===== src/rtl/wb_host_master.sv =====
// ----------------------------------------------------------------------------
// wb_host_master
//
// Wishbone classic initiator for bring-up. It turns a valid/ready command
// stream into single Wishbone read or write cycles. It bounds the wait for ack
// with a timeout and returns the read data and error status on a valid/ready
// response stream. It also counts completed and timed-out transactions.
//
// Parameters
//   TIMEOUT    cycles with cyc/stb asserted before the cycle is aborted
//              (legal range 2..65535)
//   CNT_W      width of txn_count / err_count
//
// Ports
//   wb_clk_i, wb_rst_ni     clock, asynchronous active-low reset
//   cmd_valid/cmd_ready     command handshake
//   cmd_we/adr/dat/sel      command payload (write enable, byte address,
//                           write data, byte lanes)
//   rsp_valid/rsp_ready     response handshake
//   rsp_dat, rsp_err        read data (0 for writes and errors), timeout flag
//   wbm_*                   Wishbone classic initiator port
//   txn_count, err_count    completed / timed-out transaction counters
//
// Every output is driven directly from a flop. That includes cmd_ready,
// which is recomputed from the next state so that it is always in line with
// the state register.
// ----------------------------------------------------------------------------
module wb_host_master #(
   parameter int unsigned TIMEOUT = 255,
   parameter int unsigned CNT_W   = 16
) (
   input  logic             wb_clk_i,
   input  logic             wb_rst_ni,

   input  logic             cmd_valid,
   output logic             cmd_ready,
   input  logic             cmd_we,
   input  logic [31:0]      cmd_adr,
   input  logic [31:0]      cmd_dat,
   input  logic [3:0]       cmd_sel,

   output logic             rsp_valid,
   input  logic             rsp_ready,
   output logic [31:0]      rsp_dat,
   output logic             rsp_err,

   output logic             wbm_cyc_o,
   output logic             wbm_stb_o,
   output logic             wbm_we_o,
   output logic [3:0]       wbm_sel_o,
   output logic [31:0]      wbm_adr_o,
   output logic [31:0]      wbm_dat_o,
   input  logic             wbm_ack_i,
   input  logic [31:0]      wbm_dat_i,

   output logic [CNT_W-1:0] txn_count,
   output logic [CNT_W-1:0] err_count
);

   localparam logic [1:0] ST_IDLE = 2'd0;
   localparam logic [1:0] ST_BUS  = 2'd1;
   localparam logic [1:0] ST_RESP = 2'd2;

   // The timeout counter holds the index of the current BUS cycle, starting
   // at 0. An abort on the edge that ends cycle TIMEOUT-1 keeps cyc high for
   // exactly TIMEOUT cycles.
   localparam logic [15:0] TMO_LAST = 16'(TIMEOUT - 1);

   localparam logic [CNT_W-1:0] CNT_ONE = CNT_W'(1);

   logic [1:0]       state_q,     state_d;
   logic             cmd_ready_q, cmd_ready_d;
   logic             cyc_q,       cyc_d;
   logic             we_q,        we_d;
   logic [3:0]       sel_q,       sel_d;
   logic [31:0]      adr_q,       adr_d;
   logic [31:0]      wdat_q,      wdat_d;
   logic [15:0]      tmo_q,       tmo_d;
   logic             rsp_valid_q, rsp_valid_d;
   logic [31:0]      rsp_dat_q,   rsp_dat_d;
   logic             rsp_err_q,   rsp_err_d;
   logic [CNT_W-1:0] txn_q,       txn_d;
   logic [CNT_W-1:0] err_q,       err_d;

   // -------------------------------------------------------------------------
   // Next-state logic
   // -------------------------------------------------------------------------
   always_comb begin
      // NOTE: every signal gets a hold-value default first. Then a path that
      // does not assign a signal cannot infer a latch.
      state_d     = state_q;
      cyc_d       = cyc_q;
      we_d        = we_q;
      sel_d       = sel_q;
      adr_d       = adr_q;
      wdat_d      = wdat_q;
      tmo_d       = tmo_q;
      rsp_valid_d = rsp_valid_q;
      rsp_dat_d   = rsp_dat_q;
      rsp_err_d   = rsp_err_q;
      txn_d       = txn_q;
      err_d       = err_q;

      case (state_q)
         ST_IDLE: begin
            if (cmd_valid && cmd_ready_q) begin
               we_d    = cmd_we;
               sel_d   = cmd_sel;
               adr_d   = cmd_adr;
               wdat_d  = cmd_dat;
               cyc_d   = 1'b1;
               tmo_d   = '0;
               state_d = ST_BUS;
            end
         end

         ST_BUS: begin
            // Ack takes priority, so an ack on the last allowed cycle still
            // completes the transaction without an error.
            if (wbm_ack_i) begin
               cyc_d       = 1'b0;
               rsp_valid_d = 1'b1;
               rsp_err_d   = 1'b0;
               rsp_dat_d   = we_q ? 32'd0 : wbm_dat_i;
               txn_d       = txn_q + CNT_ONE;
               state_d     = ST_RESP;
            end else if (tmo_q == TMO_LAST) begin
               cyc_d       = 1'b0;
               rsp_valid_d = 1'b1;
               rsp_err_d   = 1'b1;
               rsp_dat_d   = 32'd0;
               txn_d       = txn_q + CNT_ONE;
               err_d       = err_q + CNT_ONE;
               state_d     = ST_RESP;
            end else begin
               tmo_d = tmo_q + 16'd1;
            end
         end

         ST_RESP: begin
            if (rsp_valid_q && rsp_ready) begin
               rsp_valid_d = 1'b0;
               state_d     = ST_IDLE;
            end
         end

         default: begin
            cyc_d       = 1'b0;
            rsp_valid_d = 1'b0;
            state_d     = ST_IDLE;
         end
      endcase

      // cmd_ready is taken from the next state. Its flop then always matches
      // the state register without a combinational decode on the output.
      cmd_ready_d = (state_d == ST_IDLE);
   end

   // -------------------------------------------------------------------------
   // State registers
   // -------------------------------------------------------------------------
   always_ff @(posedge wb_clk_i or negedge wb_rst_ni) begin
      if (!wb_rst_ni) begin
         state_q     <= ST_IDLE;
         cmd_ready_q <= 1'b1;
         cyc_q       <= 1'b0;
         we_q        <= 1'b0;
         sel_q       <= '0;
         adr_q       <= '0;
         wdat_q      <= '0;
         tmo_q       <= '0;
         rsp_valid_q <= 1'b0;
         rsp_dat_q   <= '0;
         rsp_err_q   <= 1'b0;
         txn_q       <= '0;
         err_q       <= '0;
      end else begin
         // NOTE: flops use non-blocking assignments. All registers then
         // update together from values taken before the edge.
         state_q     <= state_d;
         cmd_ready_q <= cmd_ready_d;
         cyc_q       <= cyc_d;
         we_q        <= we_d;
         sel_q       <= sel_d;
         adr_q       <= adr_d;
         wdat_q      <= wdat_d;
         tmo_q       <= tmo_d;
         rsp_valid_q <= rsp_valid_d;
         rsp_dat_q   <= rsp_dat_d;
         rsp_err_q   <= rsp_err_d;
         txn_q       <= txn_d;
         err_q       <= err_d;
      end
   end

   // -------------------------------------------------------------------------
   // Outputs
   // -------------------------------------------------------------------------
   assign cmd_ready = cmd_ready_q;
   assign wbm_cyc_o = cyc_q;
   assign wbm_stb_o = cyc_q;   // classic single cycles: stb always equals cyc
   assign wbm_we_o  = we_q;
   assign wbm_sel_o = sel_q;
   assign wbm_adr_o = adr_q;
   assign wbm_dat_o = wdat_q;
   assign rsp_valid = rsp_valid_q;
   assign rsp_dat   = rsp_dat_q;
   assign rsp_err   = rsp_err_q;
   assign txn_count = txn_q;
   assign err_count = err_q;

endmodule

===== config.mk =====
export PLATFORM = sky130hd
export DESIGN_NAME = wb_host_master
export DESIGN_NICKNAME = d
export VERILOG_FILES = /design/src/rtl/wb_host_master.sv
export SDC_FILE = /design/constraint.sdc
export NUM_CORES = 1
export LEC_CHECK = 0
export CORE_ASPECT_RATIO = 1.4
export CORE_MARGIN = 2
export CORE_UTILIZATION = 48
export CTS_BUF_LIST = sky130_fd_sc_hd__clkbuf_16
export DETAILED_ROUTE_END_ITERATION = 12
export GPL_TIMING_DRIVEN = 0
export PLACE_DENSITY = 0.95
export REMOVE_ABC_BUFFERS = 1
export SYNTH_ARGS = -nofsm -noshare
export SYNTH_HDL_FRONTEND = slang
export SYNTH_SLANG_ARGS = --single-unit

===== constraint.sdc =====
create_clock -name wb_clk_i -period 3.6 [get_ports wb_clk_i]
set_clock_uncertainty 0.1 [all_clocks]
set_input_delay 0.9 -clock wb_clk_i [delete_from_list [all_inputs] [get_ports wb_clk_i]]
set_output_delay 0.9 -clock wb_clk_i [all_outputs]
set_load 0.01 [all_outputs]

== Word-level counts from Yosys, hierarchy flattened ==
Cells that the tools add are included.

* ROM bits: 0
* Word-level logic and storage cells: 62
* Bits in latches: 0
* Bits in registers: 155
* Input bits: 106
* Memory bits (writable): 0
* Output and inout bits: 138
* Memories kept: 0

* Magnitude comparators: 0
* Multiply operators: 0
* Divide/modulo/power cells: 0
* Reduce and logical (&&, ||, !) cells: 12
* $add $sub $neg: 3
* Shift operators: 0
* Bitwise gates (word level): 3
* Mux-type cells: 23
* Eq/ne operators: 8

{| class="wikitable"
|+ Operators by type and width
! operator !! number
|-
| 32-bit 2-to-1 mux || 3
|-
| 16-bit 2-to-1 mux || 5
|-
| 16-bit by 1-bit adder with 16-bit output, second input constant || 3
|-
| 16-bit case mux with 2 select lines || 1
|-
| 16-bit by 8-bit == test with 1-bit output, second input constant || 1
|-
| 3-bit AND reduction || 3
|-
| 2-bit 2-to-1 mux || 4
|-
| 2-bit inequality test, second input constant || 4
|-
| 1-bit 2-to-1 mux || 7
|-
| 1-bit case mux with 3 select lines || 2
|-
| 2-bit case mux with 3 select lines || 1
|-
| 2-bit zero test || 2
|-
| 2-bit AND reduction || 2
|-
| 4-bit AND reduction || 1
|-
| 2-bit nonzero test || 2
|-
| 3-bit inequality test, second input constant || 1
|-
| 1-bit inverter || 3
|-
| 2-bit by 1-bit == test with 1-bit output, second input constant || 1
|-
| 2-bit == test, second input constant || 1
|-
| 1-bit logical AND || 2
|}

== Longest topological paths before layout ==
* Depth after elaboration: 5
* Depth in mapped cells: 8
* Mapped depth without buffers: 6

== Least setup slack after synthesis ==
OpenSTA, ideal clock, no wires.

* Kind: flip-flop to flip-flop
* From: register tmo_q[0]
* To: register rsp_dat_q[24], in the netlist rsp_dat[24]
* Data required time: 3,379 ps
* Clock period less this slack: 2,358 ps
* Cell stages (with the launch flop): 8
* Setup time: 121 ps
* Arrival time: 2,137 ps
* Buffers on the path: 1
* Setup slack: 1,242 ps
* Cell sequence: dfrtp_1 > inv_1 > ha_1 > or4b_4 > o41ai_4 > nand2_4 > buf_6 > a22o_1

* Longest elaborated chain between the ends: 3

{| class="wikitable"
|+ Ends and longest elaborated chain
! what !! line !! text
|-
| from (decl) || 78 || <nowiki>logic [15:0] tmo_q, tmo_d;</nowiki>
|-
| from (signal assigned) || 187 || <nowiki>tmo_q <= tmo_d;</nowiki>
|-
| 16-bit by 8-bit == test with 1-bit output || 127 || <nowiki>end else if (tmo_q == TMO_LAST) begin</nowiki>
|-
| 2-bit nonzero test (no source line) || - ||
|-
| 2-bit AND reduction (no source line) || - ||
|-
| to (signal assigned) || 189 || <nowiki>rsp_dat_q <= rsp_dat_d;</nowiki>
|-
| to (decl) || 80 || <nowiki>logic [31:0] rsp_dat_q, rsp_dat_d;</nowiki>
|}

Every way passes these cells.
A chain may end at the register's enable or synchronous reset.

== Final worst setup path ==
* From: register tmo_q[0]
* To: register rsp_dat_q[29], in the netlist rsp_dat[29]

Same word-level chain as after synthesis.

==> impl_metrics.py <==
metrics = {
    "status": {
        "outcome": "finished, final reports clean",
    },
    "synthesis": {
        "synth_area_mm2": 0.00642,
        "ys_ff_latch": 155,
        "ys_types": 42,
        "synthArstFlopShare_pct": 100,
        "synth_warnings": 0,
        "synth_edf_count": 0,
        "avgSynthCellArea_um2": 10.2,
        "ys_seq_area_share_pct": 60.4,
        "ys.flop_type": "dfrtp_1",
        "syn_inst": 630,
    },
    "route": {
        "ant_nets": 0,
        "viasPerCell": 5.36,
        "drt_iter0_drc": 403,
        "num_vias": 5710,
        "finalWirelength_mm": 19.1,
        "drc": 0,
        "firstDrtPassIters": 5,
        "wl_per_cell_um": 18.0,
    },
    "die": {
        "fp.coreArea_mm2": 0.0132,
        "start_util_pct": 48.6,
        "io_pins": 244,
        "dieArea_mm2": 0.0143,
        "placementRows": 50,
        "die_h_um": 141,
        "die_w_um": 102,
    },
    "power_and_ir_drop": {
        "clkPwrFrac_pct": 23.6,
        "switching_share_pct": 34.0,
        "vdd_ir_drop_max_mv": 0.496,
        "switchingPower_w": 0.00249,
        "pwr-share-seq_pct": 37.8,
        "p_leak_nw": 4.42,
        "power_frac_comb_pct": 38.5,
        "p_per_area_mw_per_mm2": 759,
        "internal-power_w": 0.00483,
    },
    "cts": {
        "cts_setup_buffers": 0,
        "clkSlewWorstSetupHoldPaths_ns": 0.07,
        "cts_max_path_buffers": 2,
        "cts_resized": 0,
        "numClockSinks": 155,
        "cts_hold_buf": 0,
        "cts_tree": "built",
        "clk_latency_ns": 0.42,
        "numCtsBuffers": 17,
        "cts_htree_levels": 4,
        "root_buffer": "clkbuf_16",
    },
    "sta": {
        "fin_crit_ns": 3.21,
        "slew_headroom_pct": 36.2,
        "setup_ws_ns": 0.386,
        "timing.hold.ws_ns": 0.373,
        "setup_viol": 0,
        "rsz0062_at_grt": "false",
        "tightest_slew_ns": 0.953,
        "min_period_over_period_pct": 89.3,
        "slew_violations": 0,
        "fmax_ghz": 0.311,
        "hold_violations": 0,
    },
    "finish": {
        "n_fill_cell": 808,
        "mostFrequentLayoutCell": "clkdlybuf4s50_1",
        "final_cell_mix": "242 x clkdlybuf4s50_1, 229 x nand2_1, 154 x dfrtp_1",
        "drive_gt1_share_pct": 5.89,
        "area_growth_pct": 50.2,
        "n_antenna_cell": 0,
        "fin_nets": 980,
    },
    "critical_path": {
        "end_kind": "register",
        "crit_family": "compound AO/OA/AOI/OAI gates",
        "worstSetupPathType": "register to register",
        "path_buf_inv": 1,
        "slowest_delay_ns": 0.91,
        "critPathArrivalTime_ns": 3.41,
        "setup.worst_path.start_class": "register",
        "crit_slowest_cell": "o41ai_4",
        "cp_max_fo": 36,
        "crit_chain": "inv_1 > ha_1 > or4b_4 > o41ai_4 > nand2_4 > a22o_1",
        "critPathRequiredTime_ns": 3.80,
    },
    "placement": {
        "place_hpwl_mm": 12.9,
        "routabilityCongestion": 0.803,
        "numPortBuffers": 243,
        "dp_slack_ns": 0.395,
    },
    "grt": {
        "grt_pass1_wl_mm": 30.3,
        "antenna_found_initial": 0,
        "grt_max_degree": 88,
        "gr-total-overflow": 0,
        "grt_pass1_vias": 5762,
        "gr-usage-all-layers_pct": 27.4,
    },
    "job": {
        "drv_cap": 0,
    },
    "worst_hold_path": {
        "hp-class": "register to register",
    },
}
[final cells by class]
| cell class | instances | area [um^2] | share of cell area (%) |
|---|---|---|---|
| inverter | 10 | 37.5 | 0.389 |
| clock buffer | 17 | 425 | 4.41 |
| clock inverter | 15 | 143 | 1.48 |
| timing repair buffer | 251 | 2540 | 26.3 |
| tap | 182 | 228 | 2.36 |
| multi-input combinational | 435 | 2390 | 24.8 |
| sequential | 155 | 3880 | 40.2 |
[path summary, 6_finish.rpt]
| path | start | endpoint | slack [ns] | cells past startpoint |
|---|---|---|---|---|
| max in group asynchronous | wb_rst_ni | wbm_sel_o[0] | 2.16 | 2 |
| worst min register to register | wbm_sel_o[0] | wbm_sel_o[0] | 0.37 | 2 |
| worst min-delay path | wbm_sel_o[0] | wbm_sel_o[0] | 0.37 | 2 |
| worst max register to register | tmo_q[0] | rsp_dat[29] | 0.39 | 6 |
| min in group asynchronous | wb_rst_ni | rsp_dat[28] | 0.41 | 1 |
| worst max-delay path | tmo_q[0] | rsp_dat[29] | 0.39 | 6 |
[layer usage]
layer / wire length (um) / vias to the layer above / GRT usage (%)
met4: 800 / 0 / 12.9
met1: 6930 / 2790 / 31.9
met2: 10300 / 248 / 47.2
met5: 0 / - / 0
met3: 1070 / 56 / 5.95
li1: - / 2616 / -
[stage by stage]
step | cell area, um^2 | util [%] | std cells | power [W] | TNS, ns
floorplan | 6270 | - | 600 | 0.00386 | -269.77
global placement | 8930 | 67.7 | 1025 | 0.00542 | -1358.71
detailed placement | 9080 | 68.8 | 1033 | 0.00556 | 0
CTS | 9640 | 73.1 | 1065 | 0.00735 | 0
global route | 9640 | 73.1 | 1065 | 0.00767 | 0
finish | 9640 | 73.1 | 1065 | 0.00732 | 0
[cell usage after synthesis, types with 9 or more instances]
| cell | n | area share (%) |
|---|---|---|
| nand2_1 | 229 | 13 |
| dfrtp_1 | 154 | 60 |
| a22o_1 | 32 | 4.4 |
| nand3_1 | 27 | 2.1 |
| xnor2_1 | 26 | 3.5 |
| clkbuf_1 | 21 | 1.2 |
| nand4_1 | 17 | 1.7 |
| a21oi_1 | 12 | 0.94 |
| inv_1 | 10 | 0.58 |
| nor2_1 | 10 | 0.58 |
| and3_1 | 9 | 0.88 |
[state kept, by name, summed over array words and instances, names as in the netlist]
| name | cells |
|---|---|
| rsp_err | 1 |
| rsp_valid | 1 |
| txn_count | 16 |
| wbm_adr_o | 32 |
| wbm_dat_o | 32 |
| rsp_dat | 32 |
| state_q | 2 |
| cmd_ready | 1 |
| tmo_q | 16 |
| err_count | 16 |
| wbm_sel_o | 4 |
| wbm_cyc_o | 1 |
| wbm_we_o | 1 |
[worst min-delay path: cells and delay by family (launching register included)]
kind,cells,cell delay [ns]
simple gates,2,0.10
flops,1,0.34
[cell families after synthesis]
group           after synthesis  synth area share [%]
compound gates               62                  7.52
xor+xnor                     30                  4.09
fa+ha+maj                     4                 0.780
buf+inv                      40                  2.86
flops                       155                  60.4
mux                           5                 0.819
simple gates                334                  23.5
[power by group through the flow]
stage	clock, W	combinational, W	sequential, W
finish	0.00173	0.00282	0.00277
floorplan	0	0.000861	0.00299
global route	0.00182	0.00301	0.00283
CTS	0.00175	0.00284	0.00276
global placement	0	0.00269	0.00272
detailed placement	0	0.00280	0.00276
(Power assumes the default switching activity.)
